==> src/rtl/io_pad_ctrl_pkg.sv <==
// Shared pad-mode encoding, the idle-level rule and the per-mode pad driver
// used by the pad controller and its per-pin input filter.
package io_pad_ctrl_pkg;

    typedef enum logic [1:0] {
        PAD_FLOAT     = 2'd0,
        PAD_IDLE_HIGH = 2'd1,
        PAD_IDLE_LOW  = 2'd2,
        PAD_OPEN_DRN  = 2'd3
    } pad_mode_e;

    typedef struct packed {
        logic oe;
        logic out;
    } pad_drv_t;

    localparam int unsigned FILT_CNT_W = 8;

    // Level a pin rests at when nobody drives it; also the reset value of its input path.
    function automatic logic idle_level(input pad_mode_e mode);
        return (mode == PAD_IDLE_HIGH) || (mode == PAD_OPEN_DRN);
    endfunction

    function automatic pad_drv_t pad_drive(input pad_mode_e mode, input logic dir,
                                           input logic dout);
        pad_drv_t drv;
        drv = '0;
        unique case (mode)
            PAD_FLOAT: begin
                drv.oe  = dir;
                drv.out = dout;
            end
            PAD_IDLE_HIGH: begin
                drv.oe  = 1'b1;
                drv.out = dir ? dout : 1'b1;
            end
            PAD_IDLE_LOW: begin
                drv.oe  = 1'b1;
                drv.out = dir ? dout : 1'b0;
            end
            PAD_OPEN_DRN: begin
                drv.oe  = dir & ~dout;
                drv.out = 1'b0;
            end
            default: drv = '0;
        endcase
        return drv;
    endfunction

endpackage

==> src/rtl/io_pin_filt.sv <==
// One pin's input path: SYNC_STAGES-deep synchroniser followed by an optional
// glitch filter that only passes a level held for FILT_CYCLES consecutive cycles.
module io_pin_filt
    import io_pad_ctrl_pkg::*;
#(
    parameter int unsigned SYNC_STAGES = 2,
    parameter int unsigned FILT_CYCLES = 0,
    parameter logic        IDLE        = 1'b0
) (
    input  logic clk_cog,
    input  logic res,
    input  logic raw_i,
    output logic pin_o
);

    logic [SYNC_STAGES-1:0] sync_q;

    // NOTE: sequential state uses non-blocking assignments so every stage samples the pre-edge value.
    always_ff @(posedge clk_cog) begin
        if (res) begin
            sync_q <= {SYNC_STAGES{IDLE}};
        end else begin
            sync_q <= {sync_q[SYNC_STAGES-2:0], raw_i};
        end
    end

    if (FILT_CYCLES == 0) begin : g_bypass
        assign pin_o = sync_q[SYNC_STAGES-1];
    end else begin : g_filt
        localparam logic [FILT_CNT_W-1:0] CNT_LAST = FILT_CNT_W'(FILT_CYCLES - 1);

        logic [FILT_CNT_W-1:0] cnt_q, cnt_d;
        logic                  pin_q, pin_d;

        // NOTE: defaults first so no path through this block leaves a latch behind.
        always_comb begin
            cnt_d = '0;
            pin_d = pin_q;
            if (sync_q[SYNC_STAGES-1] != pin_q) begin
                if (cnt_q == CNT_LAST) begin
                    pin_d = ~pin_q;
                end else begin
                    cnt_d = cnt_q + FILT_CNT_W'(1);
                end
            end
        end

        always_ff @(posedge clk_cog) begin
            if (res) begin
                cnt_q <= '0;
                pin_q <= IDLE;
            end else begin
                cnt_q <= cnt_d;
                pin_q <= pin_d;
            end
        end

        assign pin_o = pin_q;
    end

endmodule

==> src/rtl/io_pad_ctrl.sv <==
// Pad controller between the core pins and the FPGA pads: per-pin pad-mode muxes,
// synchronised/filtered inputs and the reset-stretch counter that drives nres.
module io_pad_ctrl
    import io_pad_ctrl_pkg::*;
#(
    parameter int unsigned            NPINS       = 32,
    parameter logic [2*NPINS-1:0]     PAD_MODE    = (2*NPINS)'(64'h05 << 56),
    parameter logic [NPINS-1:0]       AUX_MASK    = NPINS'(32'h2000_0000),
    parameter int unsigned            SYNC_STAGES = 2,
    parameter int unsigned            FILT_CYCLES = 0,
    parameter int unsigned            RST_CYCLES  = 1024
) (
    input  logic             clk_cog,
    input  logic             res,
    input  logic             cfg_rst,
    input  logic [NPINS-1:0] pin_out,
    input  logic [NPINS-1:0] pin_dir,
    input  logic [NPINS-1:0] pad_in,
    input  logic [NPINS-1:0] aux_in,
    output logic [NPINS-1:0] pad_out,
    output logic [NPINS-1:0] pad_oe,
    output logic [NPINS-1:0] pin_in,
    output logic             nres
);

    localparam int unsigned RCNT_W = (RST_CYCLES > 0) ? $clog2(RST_CYCLES + 1) : 1;
    localparam logic [RCNT_W-1:0] RCNT_MAX = RCNT_W'(RST_CYCLES);

    logic [NPINS-1:0] raw;

    for (genvar i = 0; i < NPINS; i++) begin : g_pin
        localparam pad_mode_e MODE = pad_mode_e'(PAD_MODE[2*i +: 2]);

        pad_drv_t drv;

        // Output enables are forced off while the chip is in hard reset, never by cfg_rst.
        assign drv        = pad_drive(MODE, pin_dir[i], pin_out[i]);
        assign pad_oe[i]  = drv.oe & ~res;
        assign pad_out[i] = drv.out;

        assign raw[i] = pad_in[i] & (aux_in[i] | ~AUX_MASK[i]);

        io_pin_filt #(
            .SYNC_STAGES (SYNC_STAGES),
            .FILT_CYCLES (FILT_CYCLES),
            .IDLE        (idle_level(MODE))
        ) u_filt (
            .clk_cog (clk_cog),
            .res     (res),
            .raw_i   (raw[i]),
            .pin_o   (pin_in[i])
        );
    end

    logic [RCNT_W-1:0] rcnt_q, rcnt_d;
    logic              nres_q, nres_d;
    logic              stretch_rst;

    assign stretch_rst = res | cfg_rst;

    always_comb begin
        rcnt_d = rcnt_q;
        if (rcnt_q != RCNT_MAX) begin
            rcnt_d = rcnt_q + RCNT_W'(1);
        end
        nres_d = (rcnt_q == RCNT_MAX);
    end

    always_ff @(posedge clk_cog) begin
        if (stretch_rst) begin
            rcnt_q <= '0;
            nres_q <= 1'b0;
        end else begin
            rcnt_q <= rcnt_d;
            nres_q <= nres_d;
        end
    end

    assign nres = nres_q;

endmodule
==> config.mk <==
export PLATFORM = sky130hd
export DESIGN_NAME = io_pad_ctrl
export DESIGN_NICKNAME = d
export VERILOG_FILES = /design/src/rtl/io_pad_ctrl_pkg.sv /design/src/rtl/io_pin_filt.sv /design/src/rtl/io_pad_ctrl.sv
export SDC_FILE = /design/constraint.sdc
export NUM_CORES = 1
export LEC_CHECK = 0
export CAP_MARGIN = 5
export CORE_MARGIN = 4
export CORE_UTILIZATION = 25
export DETAILED_ROUTE_END_ITERATION = 10
export GPL_TIMING_DRIVEN = 0
export PLACE_DENSITY = 0.67
export SYNTH_ARGS = -nofsm -noshare
export SYNTH_HDL_FRONTEND = slang
export SYNTH_HIERARCHICAL = 1
export SYNTH_SLANG_ARGS = --single-unit
==> constraint.sdc <==
create_clock -name clk_cog -period 1.4 [get_ports clk_cog]
set_input_delay 0.21 -clock clk_cog [delete_from_list [all_inputs] [get_ports clk_cog]]
set_output_delay 0.21 -clock clk_cog [all_outputs]
set_load 0.02 [all_outputs]
Word-level counts from Yosys, hierarchy flattened
Cells that the tools add are included.
Storage, ports and cells
  bits in registers: 76
  input port bits: 131
  output and inout bits: 97
  word-level logic and storage cells: 72
Cells by class
  add/subtract/negate cells: 1
  equality and inequality tests: 2
  multiplexer cells: 2
  bitwise logic cells: 33
Operators with widths (count)
  AND 1 bit: 31
  adder 11 x 1 -> 11 bit (second input constant): 1
  equality test 11 bit (second input constant): 1
  != test 11 bit (second input constant): 1
  two-way mux 1 bit: 2
  NOT 1 bit: 1
  OR 1 bit: 1

Logic depth before layout (Yosys ltp)
Gate-level depths: netlist of the first run.
  depth in word-level cells: 2
  depth in mapped cells: 5
  gate-level depth less buffers: 5

Modules after synthesis
Netlist of the first run, hierarchy kept.
Modules (own cells, without submodules)
  io_pin_filt: times used 32, cells each 4, area an instance 52.6 µm², sequential area each 40.0 µm²
  io_pad_ctrl: times used 1, cells each 136, area an instance 1063.5 µm², sequential area each 240.2 µm²

Worst setup path before layout of the first run
No wires, ideal clock.
  path type: reg2reg
  start: register rcnt_q[0]
  end: register rcnt_q[1]
  data arrival time: 1293 ps
  data required time: 1268 ps
  slack: -25 ps
  cell stages (with the launch flop): 6
  path buffers: 0
  cells stage by stage: dfxtp_1 > inv_1 > ha_1 > or4b_4 > o31ai_1 > a21oi_1
Between the ends
  longest elaborated chain between the ends: 1
  elaborated cells on any way between the ends: 2
  those cells by class: add/sub (1); eq/ne (1)
Ends and longest elaborated chain
  start: declaration: RTL line io_pad_ctrl.sv:55  | logic [RCNT_W-1:0] rcnt_q, rcnt_d;
  start signal: assignment: RTL line io_pad_ctrl.sv:74  | rcnt_q <= rcnt_d;
  adder 11 x 1 -> 11 bit or != test 11 bit (tied branches): RTL line io_pad_ctrl.sv:64, io_pad_ctrl.sv:63
Several ways; a longest one is shown, not always the timed one.
A chain may end at the register's enable or synchronous reset.

Worst setup path after layout of the first run
  start: register rcnt_q[1]
  end: register rcnt_q[1]
Same word-level chain as after synthesis.

==> run_results.csv, run 1 <==
group,metric,value,unit
synthesis,synth_async_sr_flop_share,0,%
drt,dr.pass1.iters,4,
die,die_w,113,um
min_path,worstHoldEndpoint,"g_pin[25].u_filt/sync_q[1]$_SDFF_PP0_",
outcome,status,"finished with violations",
finish,multi_input_area,1070,sq um
die,top_level_ports,228,
timing,hold_viol_final,0,
power_and_ir_drop,leakage,2.12,nW
synthesis,ys_dominant_reg_cell,"dfxtp_1",
die,dieArea,12700,sq um
synthesis,synth_area_per_cell,10.4,sq um
timing,grt_setup_unrepaired,"true",
global_route,grt_pass1_vias,2547,
timing,finalClockSkew,0.00894,ns
synthesis,post-synth-top-count-cell,"nor2b_1",
placed_design,dp_hpwl,6.30,mm
critical_path,critPathRequiredTime,1.60,ns
placed_design,dp_cells,567,
synthesis,yosys-top-cells-count,"nor2b_1, dfxtp_1, buf_4",
drt,wl_per_cell,13.9,um
critical_path,end_kind,"flip-flop",
critical_path,r2r-end,"rcnt_q[1]$_SDFFE_PP0P_",
global_route,grt_use_total,12.1,%
critical_path,reg2reg_depth,5,
clock_network,cts_buffer_depth,2,
drt,routed_wl,8.17,mm
drt,drtAntennaViolNets,0,
clock_network,cts_tree,"done",
timing,final-max-slew-violation-count,0,
drt,vias_per_cell,4.08,
clock_network,clkLatencyLatePin,0.34,ns
min_path,min_path_cells,2,
synthesis,synthCells,264,
synthesis,yosysTopAreaCell,"dfxtp_1",
synthesis,ys_types,31,
min_path,hp-start,"res",
critical_path,regToRegStartpoint,"rcnt_q[1]$_SDFFE_PP0P_",
global_route,antenna_found_initial,0,
power_and_ir_drop,vdd_drop_max,0.448,mV
finish,synthToLayoutAreaGrowth,79.0,%
outcome,violations,"setup timing",
flow_run,maxCapViolCount,0,
clock_network,cts_root_buf,"clkbuf_8",
die,die_height,113,um
timing,whs,0.182,ns
timing,finalCritPeriodShare,107,%
finish,fin_nets,580,
die,row_count,37,
power_and_ir_drop,power_density,998,nW/um^2
timing,final-setup-viol-count,3,
global_route,grt_pass1_wl,12.4,mm
finish,final_cells,588,
critical_path,worst-setup-path-type,"reg -> reg",
die,core,10500,sq um
global_route,grt-ovfl-total,0,
placed_design,gp_congestion,0.791,
critical_path,r2r_setup_slack,-0.10,ns
timing,max_freq,666,MHz
finish,final_util,46.8,%
synthesis,synth-edff-count,0,
clock_network,htree_num_levels,3,
synthesis,yosys_warnings,6,
synthesis,seq_area_frac_synth,55.4,%
drt,dr_total_vias,2397,
timing,worst_pin_slew,0.554,ns
critical_path,start_kind,"flip-flop",
die,start_util,26.1,%
drt,route.detailed.drc,0,
critical_path,path_max_fanout,3,
synthesis,synth_top_area_share,55.4,%
placed_design,port_buffers,166,
timing,fin_crit,1.50,ns
timing,relSlewSlack,63.0,%
min_path,min_path_type,"in -> reg",
critical_path,arrival,1.70,ns
synthesis,ys_ff_latch,76,
timing,setup_slack,-0.102,ns
synthesis,synth_area_leaders,"dfxtp_1, nor2b_1, buf_4",
drt,drtIter0Drc,82,
finish,filler_cell_count,991,
clock_network,clkSinkCount,76,
clock_network,clk_pin_slew,0.08,ns
synthesis,syn_nets,397,
finish,drive_gt1_share,19.7,%
global_route,grt_max_degree,46,
finish,ff_latch_area,1530,sq um
clock_network,numCtsBuffers,9,
finish,n_antenna_cell,0,
synthesis,syn_area,2750,sq um
repair_timing:
item                                    CTS  global route
resized for setup                        91            27
hold buffers                              0             0
pin swaps                                 3             4
cloned                                    0             1
endpoints found under the setup margin   75            17
buffers inserted                          3             2
cell families after synthesis:
group	after synthesis	synth area share [%]
compound gates	18	4.01
fa+ha+maj	2	0.911
simple gates	125	29.1
flops	76	55.4
xor+xnor	2	0.638
buf+inv	41	9.89
report_power, final:
part / internal, mW / switching [mW] / total (mW)
Combinational: 0.482 / 0.360 / 0.842
Sequential: 2.25 / 0.0199 / 2.27
Clock: 1.04 / 0.752 / 1.80
sequential cells by signal, summed over array words and instances (netlist names):
name / count
g_pin.u_filt/sync_q: 64
nres: 1
rcnt_q: 11
critical path, stage by stage (launching register included):
cell and delay, ns:
dfxtp_4 0.37, inv_4 0.05, ha_4 0.12, or4b_4 0.51, o31ai_4 0.23, a21oi_1 0.09
through the flow:
step | power, mW | cell area [sq um] | setup WS [ns] | TNS [ns]
after floorplan | 2.69 | 2750 | -0.00923 | -0.00923
after detailed placement | 3.20 | 4590 | -0.926 | -24.80
after CTS | 4.99 | 4820 | -0.0753 | -0.132
after global routing | 5.13 | 4910 | -0.129 | -0.358
final | 4.90 | 4910 | -0.102 | -0.187
after global placement | 3.19 | 4580 | -2.31 | -167.55
worst max path at each step:
stage                           start                endpoint  cells past startpoint  slack (ns)
4_1_cts        rcnt_q[0]$_SDFFE_PP0P_  rcnt_q[0]$_SDFFE_PP0P_                      5       -0.08
5_1_grt        rcnt_q[1]$_SDFFE_PP0P_  rcnt_q[1]$_SDFFE_PP0P_                      5       -0.13
3_3_place_gp                      res              pad_oe[29]                      5       -2.31
2_1_floorplan  rcnt_q[0]$_SDFFE_PP0P_  rcnt_q[0]$_SDFFE_PP0P_                      5      -0.009
6_report       rcnt_q[1]$_SDFFE_PP0P_  rcnt_q[1]$_SDFFE_PP0P_                      5       -0.10
3_5_place_dp                      res              pad_oe[29]                      6       -0.93
cell type report:
type,instances,share of cell area (%)
Buffer,35,5.17
Clock buffer,11,2.88
Clock inverter,5,1.53
Inverter,5,0.535
Multi-Input combinational cell,148,21.7
Sequential cell,76,31.2
Tap cell,136,3.46
Timing Repair Buffer,172,33.5
placed cells by master, fill, tap and decap left out, drive strengths merged:
cell / synthesis / layout
nand2: 2 / 2
o31ai: 4 / 4
or2: 6 / 6
nor2: 3 / 3
nand4: 3 / 4
dlygate4sd2: 0 / 58
bufinv: 0 / 2
o21ai: 3 / 3
nand2b: 2 / 2
or4: 3 / 3
clkbuf: 5 / 18
nor4b: 2 / 2
a31o: 1 / 1
a311o: 1 / 1
a21oi: 8 / 8
a31oi: 1 / 1
clkinv: 0 / 3
nor4: 2 / 2
ha: 2 / 2
nor2b: 90 / 90
inv: 5 / 5
clkdlybuf4s50: 0 / 98
xor2: 2 / 2
nand3: 5 / 5
or4b: 2 / 2
buf: 31 / 39
and2: 1 / 1
dfxtp: 76 / 76
or3: 3 / 3
nor3: 1 / 1
clkdlybuf4s15: 0 / 5
layer usage:
| metal | vias up | GRT usage [%] | wire length, um |
|---|---|---|---|
| met2 | 123 | 20.6 | 4100 |
| met1 | 1077 | 12.4 | 2940 |
| li1 | 1188 | - | - |
| met5 | - | 0 | 0 |
| met4 | 0 | 3.61 | 92 |
| met3 | 9 | 7.70 | 1030 |
Note: power is estimated with default switching activity, not from simulation.
==> run 2: changes to the inputs <==
ABC_AREA = 1   (was unset)
CTS_CLUSTER_SIZE = 12   (was unset)
GPL_TIMING_DRIVEN = unset   (was 0)
PLACE_DENSITY = 0.66   (was 0.67)
==> run_results.csv, run 2 <==
group,metric,value,unit
global_route,grt-ovfl-total,0,
synthesis,post-synth-top-count-cell,"inv_1",
power_and_ir_drop,power_density,1220,nW/um^2
critical_path,path_max_fanout,1,
timing,final-max-slew-violation-count,0,
global_route,antenna_found_initial,0,
drt,drtAntennaViolNets,0,
die,core,11400,sq um
timing,relSlewSlack,77.6,%
outcome,status,"finished, final reports clean",
timing,final.setup.tns,0,ns
drt,wirelength_met1,2.68,mm
finish,final_cells,653,
power_and_ir_drop,leakage,2.35,nW
die,die_height,116,um
timing,final-setup-viol-count,0,
clock_network,clkSinkCount,76,
drt,dr_total_vias,2527,
clock_network,clk_pin_slew,0.06,ns
drt,dr.pass1.iters,4,
placed_design,dp_hpwl,6.52,mm
finish,largest_reg_flops,64,
clock_network,clkLatencyLatePin,0.32,ns
timing,finalClockSkew,0.00492,ns
critical_path,r2r-end,"rcnt_q[6]$_SDFFE_PP0P_",
drt,wl_per_cell,11.9,um
die,row_count,39,
placed_design,port_buffers,136,
synthesis,ys_types,18,
global_route,grt_max_degree,36,
critical_path,critPathRequiredTime,1.19,ns
synthesis,synth_top_area_share,52.6,%
synthesis,yosys_warnings,6,
global_route,grt_pass1_vias,2490,
global_route,grt_use_total,11.6,%
finish,fin_nets,639,
critical_path,critPathCapture,"pad_oe[6]",
clock_network,numCtsBuffers,9,
clock_network,cts_root_buf,"clkbuf_16",
power_and_ir_drop,vdd_drop_max,0.673,mV
finish,largest_register,"g_pin.u_filt/sync_q",
finish,drive_gt1_share,6.67,%
synthesis,syn_nets,519,
power_and_ir_drop,p_total,5.50,mW
critical_path,regToRegStartpoint,"rcnt_q[0]$_SDFFE_PP0P_",
synthesis,synth_area_leaders,"dfxtp_1, inv_1, nor2_1",
critical_path,start_kind,"input port",
drt,route.detailed.drc,0,
flow_run,maxCapViolCount,0,
critical_path,reg2reg_depth,5,
placed_design,gp_congestion,0.762,
timing,grt_setup_unrepaired,"false",
clock_network,hold_buffers,0,
timing,worst_pin_slew,0.336,ns
synthesis,syn_area,2890,sq um
finish,n_antenna_cell,0,
timing,fin_crit,1.37,ns
timing,max_freq,731,MHz
synthesis,ys_dominant_reg_cell,"dfxtp_1",
synthesis,seq_area_frac_synth,52.6,%
synthesis,yosys-top-cells-count,"inv_1, nor2_1, dfxtp_1",
die,die_w,116,um
synthesis,synth_async_sr_flop_share,0,%
die,start_util,25.4,%
clock_network,cts_tree,"done",
clock_network,post_cts_buffers,0,
drt,wl_met2,4.28,mm
finish,layout_commonest_cell,"inv_1",
drt,drtIter0Drc,96,
synthesis,yosysTopAreaCell,"dfxtp_1",
timing,hold_viol_final,0,
critical_path,end_kind,"output port",
die,top_level_ports,228,
synthesis,synthCells,386,
synthesis,synth-edff-count,0,
critical_path,r2r_setup_slack,0.13,ns
finish,synthToLayoutAreaGrowth,56.0,%
critical_path,worst-setup-path-type,"in -> out",
critical_path,arrival,1.16,ns
drt,routed_wl,7.80,mm
placed_design,dp_cells,638,
die,dieArea,13400,sq um
clock_network,htree_num_levels,3,
synthesis,ys_ff_latch,76,
timing,finalCritPeriodShare,97.7,%
drt,vias_per_cell,3.87,
finish,final_cell_mix,"inv_1, nor2_1, dfxtp_1",
global_route,grt_pass1_wl,12.1,mm
clock_network,cts_buffer_depth,2,
synthesis,synth_area_per_cell,7.49,sq um
min_path,min_path_type,"in -> reg",
drt,dr_wl_met3,754,um
drt,highest_layer,"met4",
critical_path,startpoint,"pin_dir[6]",
finish,final_util,39.7,%
run 2: kinds of logic (layout without fill, tap and decap cells):
| group | Yosys count | in the layout | synth area share (%) |
|---|---|---|---|
| AO/OA/AOI/OAI | 9 | 9 | 1.69 |
| flip-flops | 76 | 76 | 52.6 |
| XOR/XNOR | 2 | 2 | 0.606 |
| adder cells (fa/ha/maj) | 2 | 2 | 0.865 |
| buffers and inverters | 146 | 270 | 23.0 |
| AND/OR/NAND/NOR | 151 | 151 | 21.2 |
run 2: how the worst min path moves through the flow:
stage,startpoint,end,slack [ns],cells past startpoint
6_report,res,g_pin[22].u_filt/sync_q[0]$_SDFF_PP0_,0.28,3
5_1_grt,res,g_pin[22].u_filt/sync_q[0]$_SDFF_PP0_,0.28,3
4_1_cts,res,g_pin[22].u_filt/sync_q[0]$_SDFF_PP0_,0.28,3
3_5_place_dp,g_pin[5].u_filt/sync_q[0]$_SDFF_PP0_,g_pin[5].u_filt/sync_q[1]$_SDFF_PP0_,0.39,2
3_3_place_gp,g_pin[7].u_filt/sync_q[0]$_SDFF_PP0_,g_pin[7].u_filt/sync_q[1]$_SDFF_PP0_,0.39,2
2_1_floorplan,res,g_pin[0].u_filt/sync_q[0]$_SDFF_PP0_,0.28,1
run 2: per-layer routing:
metal | GRT usage (%) | vias up
met5 | 0 | -
met4 | 3.29 | 0
met3 | 5.48 | 8
met2 | 22.3 | 115
met1 | 11.0 | 1123
li1 | - | 1281
run 2: through the flow:
stage	area, sq um	worst slack [ns]	hold slack (ns)
floorplan	2890	0.291	0.281
global route	4510	0.000828	0.276
detailed placement	4260	-0.243	0.395
global placement	4260	-0.256	0.390
finish	4510	0.0319	0.277
CTS	4520	0.0182	0.279
run 2: layout make-up:
cell class                 count  area (sq um)
sequential                    76          1520
inverter                     112           420
multi-input combinational    164           706
timing repair buffer         143          1350
fill                        1229          6860
tap                          143           179
clock inverter                 5           100
clock buffer                  10           239
run 2: critical path, stage by stage:
cell and delay, ns:
clkdlybuf4s50_1 0.46, inv_1 0.04, nor2_1 0.11, clkdlybuf4s15_1 0.33
run 2: repair_timing:
item / in CTS / in global routing
gates resized for setup: 66 / 10
endpoints found under the setup margin: 66 / 7
pin swaps: 0 / 0
run 2: report_power, final:
part	switching, mW	leakage (nW)	internal (mW)
clock network	0.822	0.168	1.77
registers	0.0252	0.627	2.25
logic	0.305	1.56	0.324
==> run 3: changes to the inputs <==
CTS_BUF_LIST = sky130_fd_sc_hd__clkbuf_2   (was unset)
==> run_results.csv, run 3 (synthesis gave the netlist of run 2 again) <==
group,metric,value,unit
placed_design,port_buffers,136,
critical_path,startpoint,"pin_dir[6]",
timing,finalCritPeriodShare,97.4,%
die,dieArea,13400,sq um
finish,largest_register,"g_pin.u_filt/sync_q",
timing,final-setup-viol-count,0,
timing,max_freq,733,MHz
die,row_count,39,
critical_path,reg2reg_depth,5,
drt,wl_per_cell,11.9,um
critical_path,cp_slowest_cell,"clkdlybuf4s50_1",
critical_path,critPathRequiredTime,1.19,ns
die,die_height,116,um
outcome,status,"finished, final reports clean",
critical_path,critPathTopFamily,"buffers and inverters",
timing,relSlewSlack,77.5,%
finish,largest_reg_flops,64,
drt,route.detailed.drc,0,
flow_run,maxCapViolCount,0,
min_path,min_path_type,"in -> reg",
clock_network,htree_num_levels,3,
power_and_ir_drop,vdd_drop_max,0.510,mV
clock_network,numCtsBuffers,9,
finish,filler_cell_count,1250,
critical_path,arrival,1.15,ns
drt,dr_total_vias,2532,
timing,setup_slack,0.0365,ns
power_and_ir_drop,clock_power_share,33.2,%
critical_path,critPathCapture,"pad_oe[6]",
clock_network,post_cts_buffers,0,
power_and_ir_drop,p_int,3.33,mW
global_route,grt-ovfl-total,0,
finish,drive_gt1_share,15.1,%
critical_path,r2r-end,"rcnt_q[6]$_SDFFE_PP0P_",
power_and_ir_drop,pwr-share-seq,52.3,%
timing,grt_setup_unrepaired,"false",
critical_path,path_max_fanout,1,
placed_design,dp_slack,-0.243,ns
finish,layout_commonest_cell,"inv_1",
clock_network,clk_pin_slew,0.20,ns
clock_network,clkSinkCount,76,
die,start_util,25.4,%
finish,final_util,37.6,%
critical_path,worst-setup-path-type,"in -> out",
power_and_ir_drop,power.switching,1.03,mW
critical_path,path_cells,"clkdlybuf4s50_1, inv_1, nor2_1, clkdlybuf4s15_1",
critical_path,slowest_delay,0.46,ns
finish,n_antenna_cell,0,
timing,worst_pin_slew,0.338,ns
global_route,grt_use_total,11.6,%
power_and_ir_drop,pwr-share-comb,14.4,%
die,top_level_ports,228,
finish,final_cell_mix,"inv_1, nor2_1, clkdlybuf4s50_1",
global_route,grt_pass1_vias,2483,
power_and_ir_drop,leakage,2.19,nW
critical_path,critPathBufInv,3,
global_route,grt_max_degree,36,
drt,dr.pass1.iters,4,
clock_network,cts_buffer_depth,2,
critical_path,cp.depth,4,
global_route,grt_pass1_wl,12.0,mm
finish,fin_nets,640,
timing,finalClockSkew,0.0163,ns
drt,drtIter0Drc,93,
timing,final-max-slew-violation-count,0,
clock_network,clkLatencyLatePin,0.47,ns
finish,ff_latch_area,1540,sq um
critical_path,r2r_setup_slack,0.13,ns
power_and_ir_drop,power_density,1020,nW/um^2
global_route,antenna_found_initial,0,
die,die_w,116,um
placed_design,dp_hpwl,6.52,mm
clock_network,cts_tree,"done",
critical_path,start_kind,"input port",
critical_path,regToRegStartpoint,"rcnt_q[1]$_SDFFE_PP0P_",
timing,fin_crit,1.36,ns
finish,multi_input_area,706,sq um
power_and_ir_drop,p_total,4.36,mW
timing,hold_viol_final,0,
drt,drtAntennaViolNets,0,
die,core,11400,sq um
placed_design,gp_congestion,0.762,
finish,synthToLayoutAreaGrowth,47.7,%
power_and_ir_drop,switching_share,23.7,%
drt,routed_wl,7.78,mm
critical_path,end_kind,"output port",
clock_network,cts_root_buf,"clkbuf_2",
drt,vias_per_cell,3.87,
run 3: worst min-delay path: stages:
cell	delay, ns
buf_4	0.15
buf_12	0.17
nor2_1	0.05
run 3: layout make-up:
class,count,area share [%]
Inverter,112,9.84
Tap cell,143,4.19
Sequential cell,76,36.0
Timing Repair Buffer,144,30.0
Clock inverter,6,2.43
Multi-Input combinational cell,164,16.5
Clock buffer,9,1.05
run 3: worst min-delay path by stage:
stage,startpoint,to,slack [ns],depth (start not counted)
floorplan,res,g_pin[0].u_filt/sync_q[0]$_SDFF_PP0_,0.28,1
global placement,g_pin[7].u_filt/sync_q[0]$_SDFF_PP0_,g_pin[7].u_filt/sync_q[1]$_SDFF_PP0_,0.39,2
detailed placement,g_pin[5].u_filt/sync_q[0]$_SDFF_PP0_,g_pin[5].u_filt/sync_q[1]$_SDFF_PP0_,0.39,2
CTS,res,g_pin[22].u_filt/sync_q[0]$_SDFF_PP0_,0.02,3
global route,res,g_pin[23].u_filt/sync_q[0]$_SDFF_PP0_,0.04,3
finish,res,g_pin[23].u_filt/sync_q[1]$_SDFF_PP0_,0.12,3
run 3: power by group through the flow:
stage | Combinational, mW | Sequential (mW) | Clock [mW]
final | 0.629 | 2.28 | 1.45
after global routing | 0.686 | 2.30 | 1.63
after CTS | 0.651 | 2.29 | 1.53
after detailed placement | 0.699 | 2.33 | 0
after global placement | 0.697 | 2.33 | 0
after floorplan | 0.329 | 2.37 | 0
run 3: metrics by stage:
step / std cells / hold slack [ns] / setup TNS (ns) / cell area, sq um
2_1_floorplan: 386 / 0.281 / 0 / 2890
3_3_place_gp: 638 / 0.390 / -6.79 / 4260
3_5_place_dp: 638 / 0.395 / -6.59 / 4260
4_1_cts: 653 / 0.0236 / 0 / 4380
5_1_grt: 654 / 0.0425 / 0 / 4270
6_report: 654 / 0.120 / 0 / 4270
run 3: timing repair:
item                                    CTS  global route
hold buffers                              0             1
resized for setup                       134            36
endpoints found under the hold margin     0             1
endpoints found under the setup margin   66            30
run 3: layer usage:
metal	wire length, um	up-vias	GRT usage, %
li1	-	1285	-
met1	2660	1123	11.0
met2	4280	117	22.2
met3	769	7	5.48
met4	76	0	3.05
met5	0	-	0
